## src/rtl/cci_mpf_prim_heap_pkg.sv

```systemverilog
`default_nettype none
// ============================================================================
// Module  : cci_mpf_prim_heap_pkg
// Brief   : Shared width helpers and diagnostic strings for MPF heap allocators
// Revision: 1.0  initial release
// ============================================================================
package cci_mpf_prim_heap_pkg;

  // Width of an index that addresses n entries (at least one bit)
  function automatic int idx_w(input int n);
    return (n > 1) ? $clog2(n) : 1;
  endfunction

  // Width of a counter that must hold the value n itself
  function automatic int cnt_w(input int n);
    return idx_w(n) + 1;
  endfunction

  localparam string MSG_ENQ_FULL = "heap_ctrl: enq while notFull=0";
  localparam string MSG_BAD_FREE = "heap_ctrl: double, duplicate or out-of-range free";
  localparam string MSG_OVERFLOW = "heap_ctrl: free count would exceed N_ENTRIES";

endpackage
`default_nettype wire

```

## src/rtl/cci_mpf_prim_ffs.sv

```systemverilog
`default_nettype none
// ============================================================================
// Module  : cci_mpf_prim_ffs
// Brief   : Combinational lowest-set-bit finder
// Revision: 1.0  initial release
// ============================================================================
module cci_mpf_prim_ffs
  import cci_mpf_prim_heap_pkg::*;
#(
  parameter int N_BITS = 8,
  localparam int IDX_W = idx_w(N_BITS)
)(
  input  logic [N_BITS-1:0] i_vec,
  output logic              o_found,
  output logic [IDX_W-1:0]  o_idx
);

  // Scan from the top down so the lowest set bit is the last one written
  always_comb begin
    o_found = |i_vec;
    o_idx   = '0;
    for (int i = N_BITS - 1; i >= 0; i--) begin
      if (i_vec[i]) o_idx = IDX_W'(i);
    end
  end

endmodule
`default_nettype wire

```

## src/rtl/cci_mpf_prim_heap_ctrl_multi.sv

```systemverilog
`default_nettype none
// ============================================================================
// Module  : cci_mpf_prim_heap_ctrl_multi
// Brief   : Heap index allocator with several release ports per cycle,
//           occupancy count, sticky misuse flag and empty indication
// Revision: 1.0  initial release
// ============================================================================
module cci_mpf_prim_heap_ctrl_multi
  import cci_mpf_prim_heap_pkg::*;
#(
  parameter int  N_ENTRIES      = 64,
  parameter int  N_FREE_PORTS   = 2,
  parameter int  MIN_FREE_SLOTS = 1,
  parameter bit  REPORT_ERRORS  = 1'b0,
  localparam int IDX_W          = idx_w(N_ENTRIES),
  localparam int CNT_W          = cnt_w(N_ENTRIES)
)(
  input  logic                          clk,
  input  logic                          reset,
  input  logic                          enq,
  output logic                          notFull,
  output logic [IDX_W-1:0]              allocIdx,
  input  logic [N_FREE_PORTS-1:0]       free,
  input  logic [N_FREE_PORTS*IDX_W-1:0] freeIdx,
  output logic [CNT_W-1:0]              numFree,
  output logic                          empty,
  output logic                          error
);

  logic [N_ENTRIES-1:0]          r_free_vec;
  logic [IDX_W-1:0]              r_alloc_idx;
  logic                          r_alloc_valid;
  logic [CNT_W-1:0]              r_num_free;
  logic                          r_error;
  logic [N_FREE_PORTS-1:0]       r_free_q;
  logic [N_FREE_PORTS*IDX_W-1:0] r_free_idx_q;

  logic                          w_ffs_found;
  logic [IDX_W-1:0]              w_ffs_idx;
  logic                          w_enq_ok;
  logic                          w_enq_bad;
  logic                          w_reload;
  logic [N_FREE_PORTS-1:0]       w_port_ok;
  logic [N_FREE_PORTS-1:0]       w_port_bad;
  logic [CNT_W-1:0]              w_pop;
  logic                          w_over;
  logic [CNT_W-1:0]              w_num_next;
  logic [N_ENTRIES-1:0]          w_vec_next;

  cci_mpf_prim_ffs #(.N_BITS(N_ENTRIES)) u_ffs (
    .i_vec   (r_free_vec),
    .o_found (w_ffs_found),
    .o_idx   (w_ffs_idx)
  );

  assign notFull   = r_alloc_valid && (r_num_free >= CNT_W'(MIN_FREE_SLOTS));
  assign w_enq_ok  = enq && notFull;
  assign w_enq_bad = enq && !notFull;
  // The prefetch register refills when consumed or while it holds nothing
  assign w_reload  = w_enq_ok || !r_alloc_valid;

  // Classify each staged release; colliding ports are all rejected
  always_comb begin
    w_port_ok  = '0;
    w_port_bad = '0;
    w_pop      = '0;
    for (int p = 0; p < N_FREE_PORTS; p++) begin
      if (r_free_q[p]) begin
        if (({1'b0, r_free_idx_q[p*IDX_W +: IDX_W]} >= CNT_W'(N_ENTRIES)) ||
            r_free_vec[r_free_idx_q[p*IDX_W +: IDX_W]] ||
            (r_alloc_valid && (r_free_idx_q[p*IDX_W +: IDX_W] == r_alloc_idx)))
          w_port_bad[p] = 1'b1;
        for (int q = 0; q < N_FREE_PORTS; q++) begin
          if ((q != p) && r_free_q[q] &&
              (r_free_idx_q[q*IDX_W +: IDX_W] == r_free_idx_q[p*IDX_W +: IDX_W]))
            w_port_bad[p] = 1'b1;
        end
        w_port_ok[p] = !w_port_bad[p];
      end
      w_pop = w_pop + CNT_W'(w_port_ok[p]);
    end
  end

  // Next free count and free vector; releases are dropped if they would overflow
  always_comb begin
    w_over     = ({1'b0, r_num_free} + {1'b0, w_pop}) > (CNT_W+1)'(N_ENTRIES);
    w_num_next = r_num_free + (w_over ? '0 : w_pop) - CNT_W'(w_enq_ok);
    w_vec_next = r_free_vec;
    if (w_reload && w_ffs_found) w_vec_next[w_ffs_idx] = 1'b0;
    if (!w_over) begin
      for (int p = 0; p < N_FREE_PORTS; p++) begin
        if (w_port_ok[p]) w_vec_next[r_free_idx_q[p*IDX_W +: IDX_W]] = 1'b1;
      end
    end
  end

  // Allocator state, release staging and sticky error
  always_ff @(posedge clk or negedge reset) begin
    if (!reset) begin
      r_free_vec    <= {{(N_ENTRIES-1){1'b1}}, 1'b0};
      r_alloc_idx   <= '0;
      r_alloc_valid <= 1'b1;
      r_num_free    <= CNT_W'(N_ENTRIES);
      r_error       <= 1'b0;
      r_free_q      <= '0;
      r_free_idx_q  <= '0;
    end else begin
      r_free_vec   <= w_vec_next;
      r_num_free   <= w_num_next;
      r_free_q     <= free;
      r_free_idx_q <= freeIdx;
      if (w_enq_bad || (|w_port_bad) || w_over) r_error <= 1'b1;
      if (w_reload) begin
        r_alloc_valid <= w_ffs_found;
        if (w_ffs_found) r_alloc_idx <= w_ffs_idx;
      end
    end
  end

  assign allocIdx = r_alloc_idx;
  assign numFree  = r_num_free;
  assign empty    = (r_num_free == CNT_W'(N_ENTRIES));
  assign error    = r_error;

  if (REPORT_ERRORS) begin : g_report
    // Simulation-time diagnostics for each misuse class
    always_ff @(posedge clk) begin
      if (reset) begin
        if (w_enq_bad)   $error("%s", MSG_ENQ_FULL);
        if (|w_port_bad) $error("%s", MSG_BAD_FREE);
        if (w_over)      $error("%s", MSG_OVERFLOW);
      end
    end
  end

endmodule
`default_nettype wire

```

## config.mk

```make
export PLATFORM = sky130hd
export DESIGN_NAME = cci_mpf_prim_heap_ctrl_multi
export DESIGN_NICKNAME = d
export VERILOG_FILES = /design/src/rtl/cci_mpf_prim_heap_pkg.sv /design/src/rtl/cci_mpf_prim_ffs.sv /design/src/rtl/cci_mpf_prim_heap_ctrl_multi.sv
export SDC_FILE = /design/constraint.sdc
export NUM_CORES = 1
export LEC_CHECK = 0
export CAP_MARGIN = 40
export CORE_AREA = 2 2 166 87
export CTS_CLUSTER_SIZE = 16
export DETAILED_ROUTE_END_ITERATION = 12
export DIE_AREA = 0 0 168 89
export HOLD_SLACK_MARGIN = 0.15
export PLACE_DENSITY = 0.71
export SLEW_MARGIN = 40
export SYNTH_ARGS = -nofsm -noshare
export SYNTH_HDL_FRONTEND = slang
export SYNTH_SLANG_ARGS = --single-unit
```

## constraint.sdc

```tcl
create_clock -name clk -period 7 [get_ports clk]
set_clock_uncertainty 0.05 [all_clocks]
set_input_delay 2.1 -clock clk [delete_from_list [all_inputs] [get_ports clk]]
set_output_delay 2.1 -clock clk [all_outputs]
set_load 0.05 [all_outputs]
```

==> impl_metrics.yaml, run 1 <==
floorplan:
  die_w_um: 168
  num_rows: 30
  core_area_um2: 13300
  dieHeight_um: 89
  dieArea_um2: 15000
  start_util: 0.544
  io_pins: 33
clock_tree:
  cts_tree: "yes"
  root_buffer: "clkbuf_16"
  h-tree-depth: 3
  ctsResizeCount: 0
  clock_path_buffers: 2
  cts_setup_buffers: 0
  path_clk_slew_ns: 0.07
  clk_latency_ns: 0.35
  cts_hold_buf: 0
  cts_made_buffers: 9
  clock_sinks: 93
placement:
  pre_cts_ws_ns: 0.836
  gp_congestion: 1.16
  dp_cells: 997
  place_area_um2: 7640
  hpwl_um: 21700
  port_buffers: 32
worst_setup_path:
  slowest_delay_ns: 0.91
  worstPathRequired_ns: 7.23
  cp_max_fo: 18
  cp-start-kind: "flip-flop"
  crit_type: "reg2reg"
  slowest_stage: "dfrtp_1"
  crit_arrival_ns: 6.59
  end_kind: "flip-flop"
layout:
  n_antenna_cell: 0
  design_area_um2: 7940
  drive_gt1_frac: 0.172
  area_growth_pct: 9.55
  fin_nets: 872
  stdcell_count: 1013
run_status:
  status: "finished clean"
detailed_routing:
  ant_nets: 0
  drtIter0Drc: 1239
  drc: 0
  first_pass_iters: 7
  drt-total-wl_um: 29000
  avgViaCountPerCell: 7.41
  num_vias: 7510
  wl_per_cell_um: 28.6
synthesis:
  syn-num-nets: 856
  synth_cell_types: 81
  synth_edf_count: 0
  ys.flop_type: "dfstp_2"
  syn_avg_cell_area_um2: 8.88
  synth_area_um2: 7250
  synth-seq-cells: 93
  ys_warn_count: 0
  ys_seq_area_frac: 0.332
  synthArstFlopShare: 1.00
  netlist_instances: 816
sta:
  layout_setup_ws_ns: 0.639
  final-setup-viol-count: 0
  slew_headroom: 0.394
  period_share: 0.909
  finalCriticalPeriod_ns: 6.36
  worst_pin_slew_ns: 0.903
  finalMaxSlewViolations: 0
  fin_tns_setup_ns: 0
  finalHoldViolCount: 0
  fmax_mhz: 157
  rsz0062_at_grt: "no"
grt:
  grt_use_total: 0.395
  grt_max_degree: 57
  grt_pass1_vias: 6911
  overflow: 0
  antenna_found_initial: 0
  grt_pass1_wl_um: 43700
power:
  peakVddDrop_uv: 367
  total_power_w: 0.00252
  powerDensity_nw_per_um2: 317
  p_leak_nw: 2.84
min_path:
  hold_path_class: "reg2reg"
job:
  maxCapViolCount: 0
## critical path: cells and delay by family, from the launching register on
kind	cells	cell delay [ns]
and+or+nand+nor	10	1.16
xor gates and xnor gates	1	0.13
DFF	1	0.91
AOI/OAI and AO/OA	6	1.57
buffers and inverters	6	0.68
adders and majority gates	6	1.78
## routing by layer
layer | global-route usage | wire length (µm) | vias to the layer above
li1 | - | - | 3149
met1 | 0.579 | 12500 | 3616
met2 | 0.535 | 10800 | 639
met3 | 0.144 | 4540 | 106
met4 | 0.128 | 1080 | 0
met5 | 0 | 0 | -
## cell type report
class,instances,area [µm²]
clock inverters,6,62.6
flip-flops and latches,93,2410
multi-input cells,638,4430
well taps,176,220
inverters,43,161
fillers,1215,5390
repair buffers,47,428
clock buffers,10,229
## kinds of logic (layout without fill, tap and decap cells)
| logic type | after synthesis | after routing | share of synthesized area |
|---|---|---|---|
| flops | 93 | 93 | 0.332 |
| fa+ha+maj | 23 | 23 | 0.0418 |
| simple gates | 294 | 294 | 0.216 |
| compound gates | 258 | 258 | 0.249 |
| buf+inv | 85 | 106 | 0.0580 |
| mux | 37 | 37 | 0.0720 |
| xor+xnor | 26 | 26 | 0.0314 |
## synth_stat cells, drive strengths merged (5+ instances only)
| cell | n | share of area |
|---|---|---|
| o31ai | 8 | 0.0083 |
| nand3 | 31 | 0.023 |
| nand2 | 69 | 0.036 |
| nand3b | 10 | 0.010 |
| nor2 | 56 | 0.029 |
| mux2 | 12 | 0.020 |
| mux2i | 15 | 0.021 |
| nor3 | 19 | 0.013 |
| and3 | 7 | 0.0060 |
| buf | 25 | 0.027 |
| inv | 43 | 0.022 |
| nand2b | 13 | 0.011 |
| or3 | 7 | 0.0067 |
| o211ai | 14 | 0.015 |
| clkbuf | 17 | 0.0088 |
| nand4 | 10 | 0.0086 |
| xor2 | 13 | 0.016 |
| xnor2 | 13 | 0.016 |
| a211oi | 6 | 0.0069 |
| nor4 | 23 | 0.022 |
| dfrtp | 28 | 0.097 |
| nor2b | 11 | 0.0095 |
| or4 | 12 | 0.013 |
| o21ai | 89 | 0.061 |
| a22oi | 5 | 0.0052 |
| a21oi | 26 | 0.018 |
| or2 | 8 | 0.0069 |
| mux4 | 10 | 0.032 |
| ha | 21 | 0.036 |
| o22a | 10 | 0.012 |
| dfstp | 65 | 0.24 |
| a31oi | 7 | 0.0060 |
| a221oi | 10 | 0.014 |
| o221ai | 46 | 0.056 |
## path summary, 6_finish.rpt
kind,slack [ns],to,cells after the start,startpoint
worst max-delay path,0.64,numFree[6]$_DFF_PN1_,29,r_free_idx_q[1]$_DFF_PN0_
worst max register to register,0.64,numFree[6]$_DFF_PN1_,29,r_free_idx_q[1]$_DFF_PN0_
worst min register to register,0.52,r_free_vec[37]$_DFF_PN1_,2,r_free_vec[37]$_DFF_PN1_
max in group asynchronous,4.14,r_free_idx_q[2]$_DFF_PN0_,2,reset
min in group asynchronous,1.68,allocIdx[4]$_DFFE_PN0P_,1,reset
worst min-delay path,0.52,r_free_vec[37]$_DFF_PN1_,2,r_free_vec[37]$_DFF_PN1_
## through the flow
stage	hold slack [ns]	util
3_3_place_gp	0.486	0.573
4_1_cts	0.515	0.595
3_5_place_dp	0.504	0.573
6_report	0.521	0.596
5_1_grt	0.541	0.596
2_1_floorplan	0.437	-
## flip-flops by register name (all words and copies together), names as in the netlist
register       cells
r_free_idx_q      12
r_free_q           2
r_alloc_valid      1
allocIdx           6
r_free_vec        64
error              1
numFree            7
## layout by cell type (no fill, tap or decap), drive strengths merged, types with 5 or more instances in the layout
cell type | Yosys | routed
o221ai | 46 | 46
ha | 21 | 21
o21ai | 89 | 89
or4 | 12 | 12
xor2 | 13 | 13
o31ai | 8 | 8
a31oi | 7 | 7
o211ai | 14 | 14
nand2b | 13 | 13
buf | 25 | 16
nor3 | 19 | 19
dfrtp | 28 | 28
dfstp | 65 | 65
nor4 | 23 | 23
or2 | 8 | 8
and3 | 7 | 7
mux4 | 10 | 10
clkbuf | 17 | 10
nor2b | 11 | 11
mux2i | 15 | 15
a211oi | 6 | 6
clkdlybuf4s50 | 0 | 31
mux2 | 12 | 12
inv | 43 | 44
xnor2 | 13 | 13
a21oi | 26 | 26
or3 | 7 | 7
nor2 | 56 | 56
a22oi | 5 | 5
nand4 | 10 | 10
nand2 | 69 | 69
o22a | 10 | 10
nand3 | 31 | 31
nand3b | 10 | 10
a221oi | 10 | 10
## power breakdown
| group | internal [W] | switching, W |
|---|---|---|
| clock | 0.000277 | 0.000223 |
| sequential | 0.000648 | 0.000179 |
| combinational | 0.000399 | 0.000791 |
| total | 0.00132 | 0.00119 |
Note: power is estimated with default switching activity, not from simulation.
==> run 2, diff against run 1 <==
--- a/config.mk
+++ b/config.mk
@@ -10,9 +10,9 @@
 export CTS_CLUSTER_SIZE = 16
 export DETAILED_ROUTE_END_ITERATION = 12
 export DIE_AREA = 0 0 168 89
-export HOLD_SLACK_MARGIN = 0.15
+export HOLD_SLACK_MARGIN = 0.08
 export PLACE_DENSITY = 0.71
-export SLEW_MARGIN = 40
+export SLEW_MARGIN = 20
 export SYNTH_ARGS = -nofsm -noshare
 export SYNTH_HDL_FRONTEND = slang
 export SYNTH_SLANG_ARGS = --single-unit
==> impl_metrics.yaml, run 2 (synthesis gave the netlist of run 1 again) <==
run_status:
  status: "finished clean"
sta:
  layout_setup_ws_ns: 0.715
  finalCriticalPeriod_ns: 6.28
  finalMaxSlewViolations: 0
  finalHoldViolCount: 0
  fmax_mhz: 159
  slew_headroom: 0.400
  fin_tns_setup_ns: 0
  final-setup-viol-count: 0
  period_share: 0.898
  hold-worst-slack_ns: 0.524
  worst_pin_slew_ns: 0.893
  rsz0062_at_grt: "no"
power:
  total_power_w: 0.00251
  clkPwrFrac: 0.191
  switching_power_w: 0.00120
  p_leak_nw: 2.86
  internal_power_w: 0.00131
  powerDensity_nw_per_um2: 315
  combPwrFrac: 0.479
  seq_power_share: 0.330
  peakVddDrop_uv: 366
  switching_share: 0.478
detailed_routing:
  first_pass_iters: 6
  maxUsedRoutingLayer: "met4"
  wl_met1_um: 12100
  wl_per_cell_um: 28.1
  drt-total-wl_um: 28500
  drc: 0
  drtIter0Drc: 1123
  ant_nets: 0
  wl_met3_um: 4820
  dr_wl_met2_um: 10800
  num_vias: 7335
  avgViaCountPerCell: 7.22
clock_tree:
  cts_tree: "yes"
  cts_made_buffers: 9
  cts_setup_buffers: 0
  clk_latency_ns: 0.35
  cts_hold_buf: 0
  clock_path_buffers: 2
  clock_sinks: 93
  h-tree-depth: 3
  root_buffer: "clkbuf_16"
  ctsResizeCount: 0
  path_clk_slew_ns: 0.07
worst_setup_path:
  end_kind: "flip-flop"
  slowest_stage: "dfrtp_1"
  cp-start-kind: "flip-flop"
  worstPathRequired_ns: 7.23
  crit_arrival_ns: 6.52
  cp_max_fo: 18
  crit_type: "reg2reg"
  slowest_delay_ns: 0.92
placement:
  gp_congestion: 1.16
  pre_cts_ws_ns: 0.856
  port_buffers: 32
  hpwl_um: 21500
layout:
  layout_common_cells: "82 x o21ai_0, 69 x nand2_1, 65 x dfstp_2"
  top_register: "r_free_vec"
  drive_gt1_frac: 0.173
  area_growth_pct: 9.68
  layout_commonest_cell: "o21ai_0"
  fin_nets: 874
  largest_reg_flops: 64
floorplan:
  die_w_um: 168
  num_rows: 30
  core_area_um2: 13300
  dieHeight_um: 89
  start_util: 0.544
  dieArea_um2: 15000
  io_pins: 33
grt:
  antenna_found_initial: 1
  grt_use_total: 0.392
  grt_pass1_wl_um: 43300
  overflow: 0
  grt_pass1_vias: 6897
  grt_max_degree: 57
job:
  maxCapViolCount: 0
min_path:
  hold_path_class: "reg2reg"
-- run 2: power by group through the flow --
stage	logic [W]	clock network [W]	registers, W
final	0.00120	0.000479	0.000826
after global routing	0.00128	0.000505	0.000834
after CTS	0.00116	0.000479	0.000818
after detailed placement	0.00115	0	0.000826
after global placement	0.00113	0	0.000824
after floorplan	0.000676	0	0.000865
-- run 2: metrics by stage --
step | util | cell area, µm² | instances
2_1_floorplan | - | 7250 | 816
3_3_place_gp | 0.573 | 7630 | 996
3_5_place_dp | 0.574 | 7650 | 998
4_1_cts | 0.595 | 7930 | 1014
5_1_grt | 0.596 | 7950 | 1015
6_report | 0.597 | 7950 | 1016
-- run 2: final cells by class --
cell class                      instances  area (µm²)
Inverter                               43         161
Sequential cell                        93        2410
Tap cell                              176         220
Clock buffer                           10         239
Fill cell                            1183        5380
Antenna cell                            1        2.50
Multi-Input combinational cell        638        4420
Clock inverter                          6        46.3
Timing Repair Buffer                   49         453
-- run 2: final timing paths --
| path | from | to | slack [ns] | cells after the start |
|---|---|---|---|---|
| worst max-delay path | r_free_idx_q[1]$_DFF_PN0_ | numFree[6]$_DFF_PN1_ | 0.72 | 29 |
| worst min-delay path | r_free_vec[63]$_DFF_PN1_ | r_free_vec[63]$_DFF_PN1_ | 0.52 | 2 |
| worst max register to register | r_free_idx_q[1]$_DFF_PN0_ | numFree[6]$_DFF_PN1_ | 0.72 | 29 |
| worst min register to register | r_free_vec[63]$_DFF_PN1_ | r_free_vec[63]$_DFF_PN1_ | 0.52 | 2 |
| max in group asynchronous | reset | r_free_idx_q[2]$_DFF_PN0_ | 4.19 | 2 |
| min in group asynchronous | reset | r_free_vec[0]$_DFF_PN0_ | 1.68 | 1 |
-- run 2: worst max-delay path, delay by kind of cell, from the launching register on --
kind / cells / cell delay (ns)
buffers and inverters: 6 / 0.67
and+or+nand+nor: 10 / 1.09
AOI/OAI and AO/OA: 6 / 1.55
adders and majority gates: 6 / 1.81
xor gates and xnor gates: 1 / 0.13
DFF: 1 / 0.92
-- run 2: layer usage --
layer | vias to the layer above | track usage
li1 | 3165 | -
met1 | 3513 | 0.553
met2 | 581 | 0.532
met3 | 76 | 0.178
met4 | 0 | 0.124
met5 | - | 0
==> run 3, diff against run 2 <==
--- a/config.mk
+++ b/config.mk
@@ -5,13 +5,15 @@
 export SDC_FILE = /design/constraint.sdc
 export NUM_CORES = 1
 export LEC_CHECK = 0
+export ABC_CLOCK_PERIOD_IN_PS = 7000
 export CAP_MARGIN = 40
 export CORE_AREA = 2 2 166 87
 export CTS_CLUSTER_SIZE = 16
 export DETAILED_ROUTE_END_ITERATION = 12
 export DIE_AREA = 0 0 168 89
+export DONT_BUFFER_PORTS = 1
 export HOLD_SLACK_MARGIN = 0.08
-export PLACE_DENSITY = 0.71
+export PLACE_DENSITY = 0.68
 export SLEW_MARGIN = 20
 export SYNTH_ARGS = -nofsm -noshare
 export SYNTH_HDL_FRONTEND = slang
==> impl_metrics.yaml, run 3 (synthesis gave the netlist of run 1 again) <==
power:
  total_power_w: 0.00246
  internal_power_w: 0.00127
  combPwrFrac: 0.402
  switching_share: 0.483
  peakVddDrop_uv: 275
  seq_power_share: 0.390
  switching_power_w: 0.00119
  clkPwrFrac: 0.208
  powerDensity_nw_per_um2: 320
  p_leak_nw: 2.76
grt:
  grt_pass1_wl_um: 42400
  grt_pass1_vias: 6800
  grt_use_total: 0.384
  grt_max_degree: 94
  antenna_found_initial: 1
  overflow: 0
clock_tree:
  cts_tree: "yes"
  cts_setup_buffers: 0
  root_buffer: "clkbuf_16"
  clock_path_buffers: 2
  ctsResizeCount: 0
  clk_latency_ns: 0.35
  clock_sinks: 93
  path_clk_slew_ns: 0.07
  cts_made_buffers: 9
  h-tree-depth: 3
  cts_hold_buf: 0
layout:
  top_register: "r_free_vec"
  n_antenna_cell: 0
  largest_reg_flops: 64
  multi_input_comb_area_um2: 4420
  layout_common_cells: "82 x o21ai_0, 69 x nand2_1, 65 x dfstp_2"
  drive_gt1_frac: 0.181
  fin_nets: 846
  design_area_um2: 7660
  area_growth_pct: 5.71
  layout_commonest_cell: "o21ai_0"
  final_util: 0.575
  nFillCells: 1186
  register_area_um2: 2410
worst_setup_path:
  slowest_stage: "dfrtp_1"
  end_kind: "flip-flop"
  crit_arrival_ns: 6.54
  r2r_start: "r_free_idx_q[2]$_DFF_PN0_"
  r2r_cells: 30
  cp_max_fo: 25
  worstReg2RegEnd: "numFree[6]$_DFF_PN1_"
  slowest_delay_ns: 0.73
  critPathCapture: "numFree[6]$_DFF_PN1_"
  cp-start-kind: "flip-flop"
  cp-startpoint: "r_free_idx_q[2]$_DFF_PN0_"
  crit_type: "reg2reg"
  r2r_slack_ns: 0.69
  worstPathRequired_ns: 7.23
floorplan:
  start_util: 0.544
  core_area_um2: 13300
  die_w_um: 168
  dieHeight_um: 89
  dieArea_um2: 15000
  io_pins: 33
  num_rows: 30
sta:
  finalCriticalPeriod_ns: 6.31
  fmax_mhz: 159
  final-setup-viol-count: 0
  finalMaxSlewViolations: 0
  period_share: 0.901
  fin_tns_setup_ns: 0
  hold-worst-slack_ns: 0.498
  slew_headroom: 0.385
  rsz0062_at_grt: "no"
  worst_pin_slew_ns: 0.916
  finalHoldViolCount: 0
placement:
  hpwl_um: 20800
  gp_congestion: 1.08
  port_buffers: 0
  place_area_um2: 7350
run_status:
  status: "finished clean"
detailed_routing:
  drt-total-wl_um: 28400
  first_pass_iters: 7
  drc: 0
  wl_per_cell_um: 28.7
  num_vias: 7362
  drtIter0Drc: 1199
  ant_nets: 0
  avgViaCountPerCell: 7.46
min_path:
  hold_path_class: "reg2reg"
  worst_hold_path.num_cells: 2
job:
  maxCapViolCount: 0
==> run 3: cell types whose count changed in the layout (fill, tap and decap cells not counted) <==
cell,previous run,this run
clkdlybuf4s50_1,31,0
buf_4,17,19
clkbuf_2,0,2
clkinv_4,2,0
buf_8,1,0
bufinv_16,0,1
clkbuf_1,0,1
clkinvlp_4,2,1
diode_2,1,0
inv_4,0,1
==> run 3: layout make-up <==
| type | count | share of cell area |
|---|---|---|
| Tap cell | 176 | 0.0287 |
| Timing Repair Buffer | 21 | 0.0199 |
| Clock buffer | 11 | 0.0317 |
| Sequential cell | 93 | 0.314 |
| Multi-Input combinational cell | 638 | 0.577 |
| Clock inverter | 5 | 0.00751 |
| Inverter | 43 | 0.0211 |
==> run 3: worst min-delay path by stage <==
stage | start | to
after CTS | r_free_vec[63]$_DFF_PN1_ | r_free_vec[63]$_DFF_PN1_
final | r_free_vec[63]$_DFF_PN1_ | r_free_vec[63]$_DFF_PN1_
after detailed placement | r_free_vec[63]$_DFF_PN1_ | r_free_vec[63]$_DFF_PN1_
after floorplan | r_free_vec[32]$_DFF_PN1_ | r_free_vec[32]$_DFF_PN1_
after global placement | r_free_vec[63]$_DFF_PN1_ | r_free_vec[63]$_DFF_PN1_
after global routing | r_free_vec[37]$_DFF_PN1_ | r_free_vec[37]$_DFF_PN1_
==> run 3: power groups by stage <==
| stage | clock network (W) | logic (W) | registers [W] |
|---|---|---|---|
| 2_1_floorplan | 0 | 0.000676 | 0.000865 |
| 3_3_place_gp | 0 | 0.000904 | 0.000957 |
| 3_5_place_dp | 0 | 0.000931 | 0.000958 |
| 4_1_cts | 0.000514 | 0.000936 | 0.000949 |
| 5_1_grt | 0.000541 | 0.00106 | 0.000965 |
| 6_report | 0.000510 | 0.000987 | 0.000957 |
==> run 3: critical path: cells and delay by family, from the launching register on <==
family | cells | cell delay [ns]
adders and majority gates | 6 | 1.80
buffers and inverters | 6 | 0.74
and+or+nand+nor | 10 | 1.30
xor gates and xnor gates | 1 | 0.14
AOI/OAI and AO/OA | 7 | 1.47
DFF | 1 | 0.73
==> run 3: routing by layer <==
layer	GRT usage	vias up	wire, µm
met5	0.00621	-	13
met1	0.517	3515	11400
met2	0.530	607	10800
met4	0.151	2	1300
li1	-	3106	-
met3	0.181	132	4850
==> run 3: metrics by stage <==
step,setup slack [ns],std cells
after floorplan,1.30,816
after global placement,1.08,967
after detailed placement,0.933,969
after CTS,0.861,985
after global routing,0.221,987
final,0.694,987
